[src/rtl/ysyx_24080014_pkg.sv]
`default_nettype none
// +----------------------------------------------------------------------------+
// | Module   : ysyx_24080014_pkg                                               |
// | Purpose  : Shared definitions for the IFU/LSU memory arbiter: FSM state    |
// |            encodings, grant identifiers and the default watchdog limit.    |
// | Ports    : none (package)                                                  |
// | Config   : YSYX_24080014_ARB_RR_EN selects round-robin arbitration         |
// |            (consumed in ysyx_24080014_arb_pick).                           |
// | Revision : 1.0 - initial release                                           |
// +----------------------------------------------------------------------------+
package ysyx_24080014_pkg;

   typedef enum logic [1:0] {
      IDLE  = 2'd0,
      ISSUE = 2'd1,
      WAIT  = 2'd2,
      RESP  = 2'd3
   } state_e;

   localparam logic GNT_IFU = 1'b0;
   localparam logic GNT_LSU = 1'b1;

   localparam int TIMEOUT_DEF = 255;

endpackage
`default_nettype wire

[src/rtl/ysyx_24080014_arb_pick.sv]
`default_nettype none
// +----------------------------------------------------------------------------+
// | Module   : ysyx_24080014_arb_pick                                          |
// | Purpose  : Combinational 2-way request picker for the memory arbiter.      |
// | Ports    : ifu_v  in  1  IFU request valid                                 |
// |            lsu_v  in  1  LSU request valid                                 |
// |            ptr    in  1  id of the requester granted last                  |
// |            gnt_v  out 1  some requester is granted                         |
// |            gnt_id out 1  granted requester (GNT_IFU / GNT_LSU)             |
// | Config   : YSYX_24080014_ARB_RR_EN defined  -> round-robin on contention   |
// |            undefined                        -> fixed priority, LSU first   |
// | Revision : 1.0 - initial release                                           |
// +----------------------------------------------------------------------------+
module ysyx_24080014_arb_pick
   import ysyx_24080014_pkg::*;
(
   input  logic ifu_v,
   input  logic lsu_v,
   input  logic ptr,
   output logic gnt_v,
   output logic gnt_id
);

   always_comb begin
      gnt_v  = ifu_v | lsu_v;
      gnt_id = lsu_v ? GNT_LSU : GNT_IFU;
`ifdef YSYX_24080014_ARB_RR_EN
      // On contention favour whoever was not granted last.
      if (ifu_v && lsu_v) begin
         gnt_id = ~ptr;
      end
`else
      // LSU wins so a store always reaches memory before a later fetch.
      if (ptr) begin
         gnt_id = gnt_id;
      end
`endif
   end

endmodule
`default_nettype wire

[src/rtl/ysyx_24080014_mem_arbiter.sv]
`default_nettype none
// +----------------------------------------------------------------------------+
// | Module   : ysyx_24080014_mem_arbiter                                       |
// | Purpose  : Shares one single-port memory access unit between the IFU       |
// |            (read-only) and the LSU (read/write). One transaction at a      |
// |            time: IDLE -> ISSUE (1-cycle command) -> WAIT -> RESP.          |
// |            A watchdog in WAIT returns an error response on expiry.         |
// | Ports    : clk, rst (async, active-high)                                   |
// |            ifu_req_*/ifu_resp_*, ifu_addr, ifu_rdata, ifu_resp_err         |
// |            lsu_req_*/lsu_resp_*, lsu_wen/addr/wdata/wmask, lsu_rdata, err  |
// |            mem_inst_ready/wen/ren/waddr/raddr/din/wmask (to memory)        |
// |            mem_ready/mem_dout (from memory)                                |
// | Config   : YSYX_24080014_ARB_RR_EN -> round-robin instead of LSU priority  |
// | Revision : 1.0 - initial release                                           |
// +----------------------------------------------------------------------------+
module ysyx_24080014_mem_arbiter
   import ysyx_24080014_pkg::*;
#(
   parameter int AW      = 32,
   parameter int DW      = 32,
   parameter int TIMEOUT = TIMEOUT_DEF
)(
   input  logic          clk,
   input  logic          rst,
   input  logic          ifu_req_valid,
   output logic          ifu_req_ready,
   input  logic [AW-1:0] ifu_addr,
   output logic          ifu_resp_valid,
   input  logic          ifu_resp_ready,
   output logic [DW-1:0] ifu_rdata,
   output logic          ifu_resp_err,
   input  logic          lsu_req_valid,
   output logic          lsu_req_ready,
   input  logic          lsu_wen,
   input  logic [AW-1:0] lsu_addr,
   input  logic [DW-1:0] lsu_wdata,
   input  logic [7:0]    lsu_wmask,
   output logic          lsu_resp_valid,
   input  logic          lsu_resp_ready,
   output logic [DW-1:0] lsu_rdata,
   output logic          lsu_resp_err,
   output logic          mem_inst_ready,
   output logic          mem_wen,
   output logic          mem_ren,
   output logic [AW-1:0] mem_waddr,
   output logic [AW-1:0] mem_raddr,
   output logic [DW-1:0] mem_din,
   output logic [7:0]    mem_wmask,
   input  logic          mem_ready,
   input  logic [DW-1:0] mem_dout
);

   localparam logic [7:0] CNT_MAX = 8'(TIMEOUT - 1);

   state_e        state_q, state_d;
   logic          gnt_q, gnt_d;
   logic          ptr_q, ptr_d;
   logic          wen_q, wen_d;
   logic [AW-1:0] addr_q, addr_d;
   logic [DW-1:0] wdata_q, wdata_d;
   logic [7:0]    wmask_q, wmask_d;
   logic [7:0]    cnt_q, cnt_d;
   logic [DW-1:0] rdata_q, rdata_d;
   logic          err_q, err_d;
   logic          cmd_q, cmd_d;
   logic          mwen_q, mwen_d;
   logic          mren_q, mren_d;
   logic          ifu_rv_q, ifu_rv_d;
   logic          lsu_rv_q, lsu_rv_d;

   logic          pick_v;
   logic          pick_id;
   logic          hs;

   ysyx_24080014_arb_pick u_pick (
      .ifu_v  (ifu_req_valid),
      .lsu_v  (lsu_req_valid),
      .ptr    (ptr_q),
      .gnt_v  (pick_v),
      .gnt_id (pick_id)
   );

   assign hs = (state_q == IDLE) && pick_v;

   // Ready is gated by rst so every output reads 0 while reset is held.
   assign ifu_req_ready = hs && (pick_id == GNT_IFU) && !rst;
   assign lsu_req_ready = hs && (pick_id == GNT_LSU) && !rst;

   always_comb begin
      state_d  = state_q;
      gnt_d    = gnt_q;
      ptr_d    = ptr_q;
      wen_d    = wen_q;
      addr_d   = addr_q;
      wdata_d  = wdata_q;
      wmask_d  = wmask_q;
      cnt_d    = cnt_q;
      rdata_d  = rdata_q;
      err_d    = err_q;
      cmd_d    = 1'b0;
      mwen_d   = 1'b0;
      mren_d   = 1'b0;
      ifu_rv_d = ifu_rv_q;
      lsu_rv_d = lsu_rv_q;
      case (state_q)
         IDLE: begin
            if (hs) begin
               gnt_d = pick_id;
               ptr_d = pick_id;
               if (pick_id == GNT_LSU) begin
                  wen_d   = lsu_wen;
                  addr_d  = lsu_addr;
                  wdata_d = lsu_wdata;
                  wmask_d = lsu_wmask;
               end else begin
                  wen_d   = 1'b0;
                  addr_d  = ifu_addr;
                  wdata_d = '0;
                  wmask_d = '0;
               end
               // Command strobes are registered so they are high exactly in ISSUE.
               cmd_d   = 1'b1;
               mwen_d  = wen_d;
               mren_d  = ~wen_d;
               state_d = ISSUE;
            end
         end
         ISSUE: begin
            cnt_d   = '0;
            state_d = WAIT;
         end
         WAIT: begin
            if (mem_ready) begin
               rdata_d = wen_q ? '0 : mem_dout;
               err_d   = 1'b0;
               state_d = RESP;
            end else if (cnt_q == CNT_MAX) begin
               rdata_d = '0;
               err_d   = 1'b1;
               state_d = RESP;
            end else begin
               cnt_d = cnt_q + 8'd1;
            end
            if (state_d == RESP) begin
               ifu_rv_d = (gnt_q == GNT_IFU);
               lsu_rv_d = (gnt_q == GNT_LSU);
            end
         end
         RESP: begin
            if ((gnt_q == GNT_IFU) ? ifu_resp_ready : lsu_resp_ready) begin
               ifu_rv_d = 1'b0;
               lsu_rv_d = 1'b0;
               state_d  = IDLE;
            end
         end
         default: state_d = IDLE;
      endcase
   end

   always_ff @(posedge clk or posedge rst) begin
      if (rst) begin
         state_q  <= IDLE;
         gnt_q    <= GNT_IFU;
         ptr_q    <= GNT_IFU;
         wen_q    <= 1'b0;
         addr_q   <= '0;
         wdata_q  <= '0;
         wmask_q  <= '0;
         cnt_q    <= '0;
         rdata_q  <= '0;
         err_q    <= 1'b0;
         cmd_q    <= 1'b0;
         mwen_q   <= 1'b0;
         mren_q   <= 1'b0;
         ifu_rv_q <= 1'b0;
         lsu_rv_q <= 1'b0;
      end else begin
         state_q  <= state_d;
         gnt_q    <= gnt_d;
         ptr_q    <= ptr_d;
         wen_q    <= wen_d;
         addr_q   <= addr_d;
         wdata_q  <= wdata_d;
         wmask_q  <= wmask_d;
         cnt_q    <= cnt_d;
         rdata_q  <= rdata_d;
         err_q    <= err_d;
         cmd_q    <= cmd_d;
         mwen_q   <= mwen_d;
         mren_q   <= mren_d;
         ifu_rv_q <= ifu_rv_d;
         lsu_rv_q <= lsu_rv_d;
      end
   end

   assign mem_inst_ready = cmd_q;
   assign mem_wen        = mwen_q;
   assign mem_ren        = mren_q;
   assign mem_waddr      = addr_q;
   assign mem_raddr      = addr_q;
   assign mem_din        = wdata_q;
   assign mem_wmask      = wmask_q;

   // Response data is only presented to the requester that owns the transaction.
   assign ifu_resp_valid = ifu_rv_q;
   assign ifu_rdata      = ifu_rv_q ? rdata_q : '0;
   assign ifu_resp_err   = ifu_rv_q & err_q;
   assign lsu_resp_valid = lsu_rv_q;
   assign lsu_rdata      = lsu_rv_q ? rdata_q : '0;
   assign lsu_resp_err   = lsu_rv_q & err_q;

endmodule
`default_nettype wire
[config.mk]
export PLATFORM = sky130hd
export DESIGN_NAME = ysyx_24080014_mem_arbiter
export DESIGN_NICKNAME = d
export VERILOG_FILES = /design/src/rtl/ysyx_24080014_pkg.sv /design/src/rtl/ysyx_24080014_arb_pick.sv /design/src/rtl/ysyx_24080014_mem_arbiter.sv
export SDC_FILE = /design/constraint.sdc
export NUM_CORES = 1
export LEC_CHECK = 0
export BUFFER_PORTS_ARGS = -buffer_cell sky130_fd_sc_hd__buf_2
export CORE_MARGIN = 5
export CORE_UTILIZATION = 45
export DETAILED_ROUTE_END_ITERATION = 12
export PLACE_DENSITY_LB_ADDON = 0.05
export SYNTH_ARGS = -nofsm -noshare
export SYNTH_HDL_FRONTEND = slang
export SYNTH_SLANG_ARGS = --single-unit
export TNS_END_PERCENT = 1
[constraint.sdc]
create_clock -name clk -period 3.9 [get_ports clk]
set_input_delay 0.195 -clock clk [delete_from_list [all_inputs] [get_ports clk]]
set_output_delay 0.195 -clock clk [all_outputs]
set_load 0.02 [all_outputs]
# After elaboration in Yosys (flattened, before gate mapping)
# Index checks and enable logic that the tools add are counted.
# totals
ff_bits	122
output_inout_bits	177
# op_classes
n_addsub	1
n_eq_ne	10
mux	35
bitwise	6
reduce_logical	15
# ops
operator	n
$mux 32	7
$mux 8	3
$mux 1	16
$pmux 8 s2	1
$mux 2	5
$ne 2x2->1 const B	5
$add 8x1->8 const B	1
$eq 8x8->1 const B	1
$pmux 2 s4	1
$eq 2x2->1 const B	3
$reduce_and 2->1	3
$reduce_and 3->1	2
$reduce_bool 2->1	3
$logic_and 1x1->1	5
$pmux 1 s2	2
$not 1->1	3
$and 1x1->1	2
$eq 2x1->1 const B	1
$logic_not 2->1	1
$logic_not 1->1	1
$or 1x1->1	1

# Longest topological paths before layout
# Gate-level depths: netlist of run 1.
# depth
word_depth	7
depth_mapped	7
mapped_depth_nobuf	6

# Modules after synthesis
# From an unflattened synthesis of run 1, not the netlist that was laid out.
# hier_totals
hier_cells	597
hier_area_um2	5914.4
# by_module_without_submodules
mod	n_inst	cells_per_inst	area_per_inst_um2
ysyx_24080014_mem_arbiter	1	595	5900.7
ysyx_24080014_arb_pick	1	2	13.8

# Least setup slack after synthesis of run 1
# Ideal clock, no wire load.
# synth_path
path_type	input-to-output
from	input port rst
to	output port lsu_req_ready
arrival_time_ns	3.254
slack_ns	0.451
stages	2
path_buffers	0
path_cell_list	inv_1 > and3_1
# synth_via
elab_chain_len	2
# synth_rtl
item	line	rtl
start, declared	ysyx_24080014_mem_arbiter.sv:24	input logic rst,
$logic_not 1->1 (no line)	-	
$logic_and 1x1->1	ysyx_24080014_mem_arbiter.sv:87	assign lsu_req_ready = hs && (pick_id == GNT_LSU) && !rst;
end, declared	ysyx_24080014_mem_arbiter.sv:33	output logic lsu_req_ready,
# No other way between the ends.

# Worst setup path after layout of run 1
# layout_path
from	register state_q[0]
to	register lsu_rv_q (netlist: lsu_resp_valid)
# layout_via
elab_chain_len	6
# layout_rtl
item	line	rtl
start, declared	ysyx_24080014_mem_arbiter.sv:55	state_e state_q, state_d;
start signal, assigned	ysyx_24080014_mem_arbiter.sv:178	state_q <= state_d;
$mux 2	ysyx_24080014_mem_arbiter.sv:137	end else if (cnt_q == CNT_MAX) begin
$mux 2	ysyx_24080014_mem_arbiter.sv:133	if (mem_ready) begin
$mux 2	ysyx_24080014_mem_arbiter.sv:105	case (state_q)
$eq 2x2->1	ysyx_24080014_mem_arbiter.sv:144	if (state_d == RESP) begin
$ne 2x2->1 (no line)	-	
$reduce_and 3->1 (no line)	-	
end signal, assigned	ysyx_24080014_mem_arbiter.sv:192	lsu_rv_q <= lsu_rv_d;
end, declared	ysyx_24080014_mem_arbiter.sv:69	logic lsu_rv_q, lsu_rv_d;
# Several ways; a longest one is shown, not always the timed one. The select of a mux whose other input is x is not followed.
# A chain may end at the register's enable or synchronous reset.

==> results of run 1 <==
==> Yosys cell counts (all sizes together), types with 3 or more instances <==
cell,instances,share of area
ha,6,0.013
inv,6,0.0038
and2,66,0.070
and4b,15,0.026
buf,44,0.051
nand2,116,0.074
nor3,3,0.0026
clkbuf,30,0.019
a22o,18,0.027
nand3,45,0.038
nor2,8,0.0055
o21ai,36,0.031
o31ai,3,0.0038
a21o,16,0.020
a21oi,4,0.0034
dfrtp,122,0.52
mux2i,34,0.058
==> flip-flops by register name, indices dropped and copies added (netlist names) <==
| register | cells |
|---|---|
| cnt_q | 8 |
| err_q | 1 |
| gnt_q | 1 |
| ifu_resp_valid | 1 |
| lsu_resp_valid | 1 |
| mem_din | 32 |
| mem_inst_ready | 1 |
| mem_raddr | 32 |
| mem_ren | 1 |
| mem_wen | 1 |
| mem_wmask | 8 |
| rdata_q | 32 |
| state_q | 2 |
| wen_q | 1 |
==> per-stage QoR <==
step | instances | total power, mW
final | 1060 | 7.01
after global placement | 1022 | 5.28
after detailed placement | 1022 | 5.37
after CTS | 1059 | 7.09
after floorplan | 597 | 4.39
after global routing | 1060 | 7.45
==> final timing paths <==
check / from / to / cells past startpoint
max reg2reg: state_q[0]$_DFFE_PP0P_ / lsu_resp_valid$_DFFE_PP0P_ / 6
min: mem_dout[7] / rdata_q[7]$_DFFE_PP0P_ / 2
max: state_q[0]$_DFFE_PP0P_ / lsu_resp_valid$_DFFE_PP0P_ / 6
max in group asynchronous: rst / mem_raddr[27]$_DFFE_PP0P_ / 4
min reg2reg: mem_din[27]$_DFFE_PP0P_ / mem_din[27]$_DFFE_PP0P_ / 2
min in group asynchronous: rst / mem_din[19]$_DFFE_PP0P_ / 3
==> routing by layer <==
| metal | routed length, microns | share of wire |
|---|---|---|
| met5 | 0 | 0 |
| met4 | 497 | 0.028 |
| met3 | 1560 | 0.087 |
| met2 | 9070 | 0.50 |
| met1 | 6830 | 0.38 |
==> power by group <==
group	internal (mW)	switching (mW)
sequential	1.80	0.462
combinational	1.07	1.99
clock	1.15	0.536
==> placed cells by master, fill, tap and decap left out, types with 7 or more instances in the layout <==
cell type | netlist | final
nor2_1 | 7 | 7
dfrtp_1 | 122 | 122
nand2_1 | 116 | 116
a22o_1 | 18 | 18
and2_1 | 66 | 66
a21o_1 | 16 | 16
buf_4 | 32 | 8
buf_2 | 11 | 319
nand3_1 | 45 | 45
and4b_1 | 15 | 15
clkbuf_16 | 0 | 17
mux2i_1 | 34 | 34
o21ai_0 | 34 | 34
==> area by class of cell <==
cell class / instances / area [sq um]
antenna: 1 / 2.50
clock buffer: 25 / 505
clock inverter: 7 / 135
fill: 1143 / 4680
inverter: 6 / 25.0
multi-input combinational: 395 / 2400
sequential: 122 / 3050
tap: 172 / 215
timing repair buffer: 332 / 1710
==> worst max-delay path: stages (launching register included) <==
cell and delay, ps:
dfrtp_1 420, inv_1 130, ha_1 680, nand2b_1 190, o21bai_1 400, o221ai_1 340, mux2_2 370
==> logic make-up (layout without fill, tap and decap cells) <==
group	after synthesis	count (layout)	synth area share
xor gates and xnor gates	1	1	0.00149
other	0	1	0
DFF	122	122	0.520
adders and majority gates	6	6	0.0128
and+or+nand+nor	265	265	0.230
muxes	36	36	0.0618
AOI/OAI and AO/OA	87	87	0.0995
buffers and inverters	80	370	0.0740
==> qor.yml, run 1 <==
status: "completed"
slew_viol_final: 0
hold_class: "primary input to flop"
wl_per_cell_microns: 16.9
avgSynthCellArea_sq_um: 9.83
fin_util: 0.632
cts_tree: "yes"
synth_cell_type_count: 40
worstPathArrival_ps: 2930
syn_nets: 747
grt_max_degree: 79
overflow: 0
timing.final.crit_share: 0.679
clk_latency_ps: 400
leakage_nw: 4.65
clk_pin_slew_ps: 50
yosys_warnings: 0
cts_buffer_depth: 2
start_kind: "flop"
core_area_sq_mm: 0.0127
ios: 321
placed_area_sq_mm: 0.00735
setup_violations: 0
rows: 41
ctsResizeCount: 0
worst_slack_ps: 1250
grt_pass1_vias: 5469
met1_usage: 0.255
grt_pass1_wl_microns: 28600
antenna_found_initial: 1
slew_headroom: 0.357
drt.antenna.violating_nets: 0
use_met3: 0.0806
hpwl_microns: 13400
drive_gt1_frac: 0.411
start_util: 0.461
routed_wl_microns: 18000
clock-sinks: 122
endpoint_kind: "flop"
drc: 0
tns_ps: 0
rsz0062_at_grt: "no"
die_area_sq_mm: 0.0154
seq_area_frac_synth: 0.520
finalNetCount: 1024
postCtsSetupBuffers: 0
r2r_setup_slack_ps: 1250
ys_ff_latch: 122
postSynthCellCount: 597
path_class: "flop to flop"
grtUsageMet2: 0.391
drt_iter0_drc: 306
grt-busiest-layer: "met2"
routabilityCongestion: 0.835
viasPerCell: 4.94
syn_to_final_growth_pct: 37.0
p_per_area_mw_per_mm2: 872
skew_ps: 6.72
grt_use_total: 0.228
maxClockFrequency_mhz: 378
tightest_slew_ps: 965
cts_buffers: 17
hold_slack_ps: 13.2
cts-root-buf: "clkbuf_16"
portBuffers: 320
async_flop_share: 1.00
fin_crit_ps: 2650
netlist_area_sq_mm: 0.00587
maxCapViolations: 0
hold_violations: 0
cp.required_ps: 4180
die_h_microns: 124
fin_area_sq_mm: 0.00804
cts_max_level: 4
die_x_microns: 124
post-place-ws_ps: 1310
critPathMaxFanout: 25
dr_total_vias: 5233
max-vdd-ir-drop_v: 0.000452
synth-main-ff-cell: "dfrtp_1"
synth_edf_count: 0
holdBufCountCts: 5
first_pass_iters: 4
(Power assumes the default switching activity.)
==> inputs of run 2 (changes only) <==
--- a/config.mk
+++ b/config.mk
@@ -5,9 +5,10 @@
 export SDC_FILE = /design/constraint.sdc
 export NUM_CORES = 1
 export LEC_CHECK = 0
+export ABC_AREA = 1
 export BUFFER_PORTS_ARGS = -buffer_cell sky130_fd_sc_hd__buf_2
 export CORE_MARGIN = 5
-export CORE_UTILIZATION = 45
+export CORE_UTILIZATION = 41
 export DETAILED_ROUTE_END_ITERATION = 12
 export PLACE_DENSITY_LB_ADDON = 0.05
 export SYNTH_ARGS = -nofsm -noshare
==> constraint.sdc (replaced) <==
create_clock -name clk -period 2.3 [get_ports clk]
set_input_delay 0.115 -clock clk [delete_from_list [all_inputs] [get_ports clk]]
set_output_delay 0.115 -clock clk [all_outputs]
set_load 0.02 [all_outputs]
==> qor.yml, run 2 <==
status: "completed"
dr_total_vias: 6789  # +30%
slew_viol_final: 0  # unchanged
clock-sinks: 122  # unchanged
portBuffers: 320  # unchanged
tns_ps: 0  # unchanged
crit_family: "buffers and inverters"
synth_top_area_cell: "dfrtp_1"
rsz0062_at_grt: "no"
maxClockFrequency_mhz: 468  # +24%
tightest_slew_ps: 809  # -156 ps
seq_area_frac_synth: 0.495  # -0.0254
cts_buffer_depth: 2  # unchanged
max-vdd-ir-drop_v: 0.000736  # +63%
die_x_microns: 133  # +6.8%
postCtsSetupBuffers: 0  # unchanged
power.share.clock: 0.192  # -0.049
routabilityCongestion: 0.815  # -2.4%
maxCapViolations: 0  # unchanged
ios: 321  # unchanged
crit_slowest_cell: "dlygate4sd3_1"
clk_latency_ps: 410  # about the same
placed_area_sq_mm: 0.00768  # +4.5%
timing.final.crit_share: 0.929  # +0.251
cp_cell_sequence: "inv_1, ha_2, inv_2, nor2_2, buf_6, nand3_1, nand3_1, dlygate4sd3_1"
timing.critical_path.mode_cell: "nand3_1"
synthTopCellsByCount: "nand2_1 (250), nand3_1 (214), dfrtp_1 (122), inv_1 (79), buf_4 (43)"
dp_cells: 1229  # +20%
combPwrFrac: 0.491  # +0.054
async_flop_share: 1.00  # unchanged
drt.antenna.violating_nets: 0  # unchanged
rows: 44  # +7.3%
yosys-top-cells-area: "dfrtp_1 (49%), nand3_1 (17%), nand2_1 (15%)"
clk_pin_slew_ps: 50  # about the same
endpoint_kind: "flop"
r2r_cells: 8  # +2
min_path_cells: 4  # +2
cts_tree: "yes"
hold_violations: 0  # unchanged
wl_per_cell_microns: 15.9  # -6.2%
path_class: "flop to flop"
slew_headroom: 0.461  # +0.104
antenna_found_initial: 0  # -1
worstPathArrival_ps: 2490  # -440 ps
syn_nets: 944  # +26%
post-place-ws_ps: 459  # -855 ps
final_cells: 1396  # +32%
final_cell_mix: "buf_2 (320), nand2_1 (250), nand3_1 (214), dlygate4sd3_1 (138), dfrtp_1 (122)"
grt_pass1_wl_microns: 36500  # +28%
start_util: 0.421  # -0.0400
postSynthCellCount: 794  # +33%
p_sw_frac: 0.455  # +0.0291
synth_edf_count: 0  # unchanged
finalNetCount: 1352  # +32%
die_h_microns: 133  # +6.8%
setup_violations: 0  # unchanged
cts_buffers: 17  # unchanged
crit_cells: 8  # +2
p_per_area_mw_per_mm2: 1260  # +44%
synth-main-ff-cell: "dfrtp_1"
hold_class: "primary input to flop"
p_int_mw: 6.54  # +63%
synth_cell_type_count: 26  # -35%
grt_pass1_vias: 6949  # +27%
drive_gt1_frac: 0.310  # -0.101
worst-path-buf-inv: 4  # +3
num-fill-cells: 1276  # +12%
yosys_warnings: 0  # unchanged
avgSynthCellArea_sq_um: 7.77  # -21%
yosys.area.top_type_share: 0.495  # -0.0254
routed_wl_microns: 22200  # +24%
syn_to_final_growth_pct: 55.1
netlist_area_sq_mm: 0.00617  # +5.1%
fin_area_sq_mm: 0.00957  # +19%
skew_ps: 5.20  # -1.52 ps
grt_use_total: 0.254  # +0.0266
drt_iter0_drc: 467  # +53%
cp.required_ps: 2650  # -1530 ps
first_pass_iters: 5  # +1
p_sw_mw: 5.47  # +83%
fin_util: 0.654  # +0.0216
hpwl_microns: 14600  # +8.7%
overflow: 0  # unchanged
max_stage_delay_ps: 550  # -130 ps
viasPerCell: 4.86  # -1.5%
ys_ff_latch: 122  # unchanged
grt_max_degree: 78  # -1.3%
pwr-share-seq: 0.317  # -0.005
drc: 0  # unchanged
final_common_cell: "buf_2"
worst_slack_ps: 163  # -1090 ps
core_area_sq_mm: 0.0146  # +15%
start_kind: "flop"
critPathMaxFanout: 37  # +48%
cts-root-buf: "clkbuf_16"
cts_max_level: 4  # unchanged
die_area_sq_mm: 0.0176  # +14%
yosysMostFrequentCell: "nand2_1"
fin_crit_ps: 2140  # -510 ps
leakage_nw: 5.77  # +24%
==> run 2: changes by cell type after synthesis, moves of 4 or more <==
cell	before	now
o21ai_0	34	1
nand3_1	45	214
a22o_1	18	0
nor2_1	7	13
xor2_1	0	4
and4b_1	15	0
inv_1	6	79
a21o_1	16	0
and2_1	66	0
buf_4	32	43
nand2_1	116	250
mux2i_1	34	0
==> run 2: worst register-to-register path: stages, from the launching register on <==
cell and delay, ps:
dfrtp_1 410, inv_1 120, ha_2 220, inv_2 50
nor2_2 180, buf_6 320, nand3_1 140, nand3_1 90
dlygate4sd3_1 550
==> run 2: kinds of logic after synthesis <==
kind of cell,count (synthesis),share of synthesized area
and+or+nand+nor,486,0.347
xor gates and xnor gates,4,0.00568
DFF,122,0.495
buffers and inverters,167,0.132
adders and majority gates,6,0.0122
AOI/OAI and AO/OA,9,0.00831
==> run 2: final cells by class <==
cell class                 instances  area (sq um)  area share
timing repair buffer             474          3160       0.330
sequential                       122          3050       0.319
multi-input combinational        505          2310       0.241
clock buffer                      24           482      0.0503
inverter                          82           317      0.0331
tap                              184           230      0.0241
clock inverter                     4          20.0     0.00209
antenna                            1          2.50    0.000261
==> run 2: power by group through the flow <==
stage | clock network, mW | registers, mW | logic (mW)
after floorplan | 0 | 4.36 | 3.34
after global placement | 0 | 3.81 | 5.51
after detailed placement | 0 | 3.80 | 5.57
after CTS | 2.35 | 3.80 | 5.90
after global routing | 2.42 | 3.94 | 6.46
final | 2.30 | 3.81 | 5.90
==> run 2: per-layer routing <==
metal,part of all wire,global-route usage
met5,0,0
met4,0.027,0.0970
met3,0.079,0.0774
met2,0.51,0.443
met1,0.38,0.294
==> run 2: per-stage QoR <==
step	total power, mW	hold slack (ps)
4_1_cts	12.0	49.9
3_5_place_dp	9.36	274
2_1_floorplan	7.70	203
6_report	12.0	74.6
5_1_grt	12.8	77.9
3_3_place_gp	9.32	267
==> run 2: what timing repair did <==
item | CTS | global route
endpoints found under the setup margin | 0 | 3
endpoints found under the hold margin | 132 | 0
gates resized for setup | 0 | 3
hold buffers | 138 | 0
==> run 2: path summary, 6_finish.rpt <==
path / startpoint / to / slack [ps]
worst min-delay path: mem_ready / cnt_q[1]$_DFFE_PP0P_ / 70
min in group asynchronous: rst / mem_din[5]$_DFFE_PP0P_ / 390
worst min register to register: mem_din[23]$_DFFE_PP0P_ / mem_din[23]$_DFFE_PP0P_ / 470
worst max register to register: state_q[0]$_DFFE_PP0P_ / mem_raddr[18]$_DFFE_PP0P_ / 160
worst max-delay path: state_q[0]$_DFFE_PP0P_ / mem_raddr[18]$_DFFE_PP0P_ / 160
max in group asynchronous: rst / mem_din[10]$_DFFE_PP0P_ / 1230
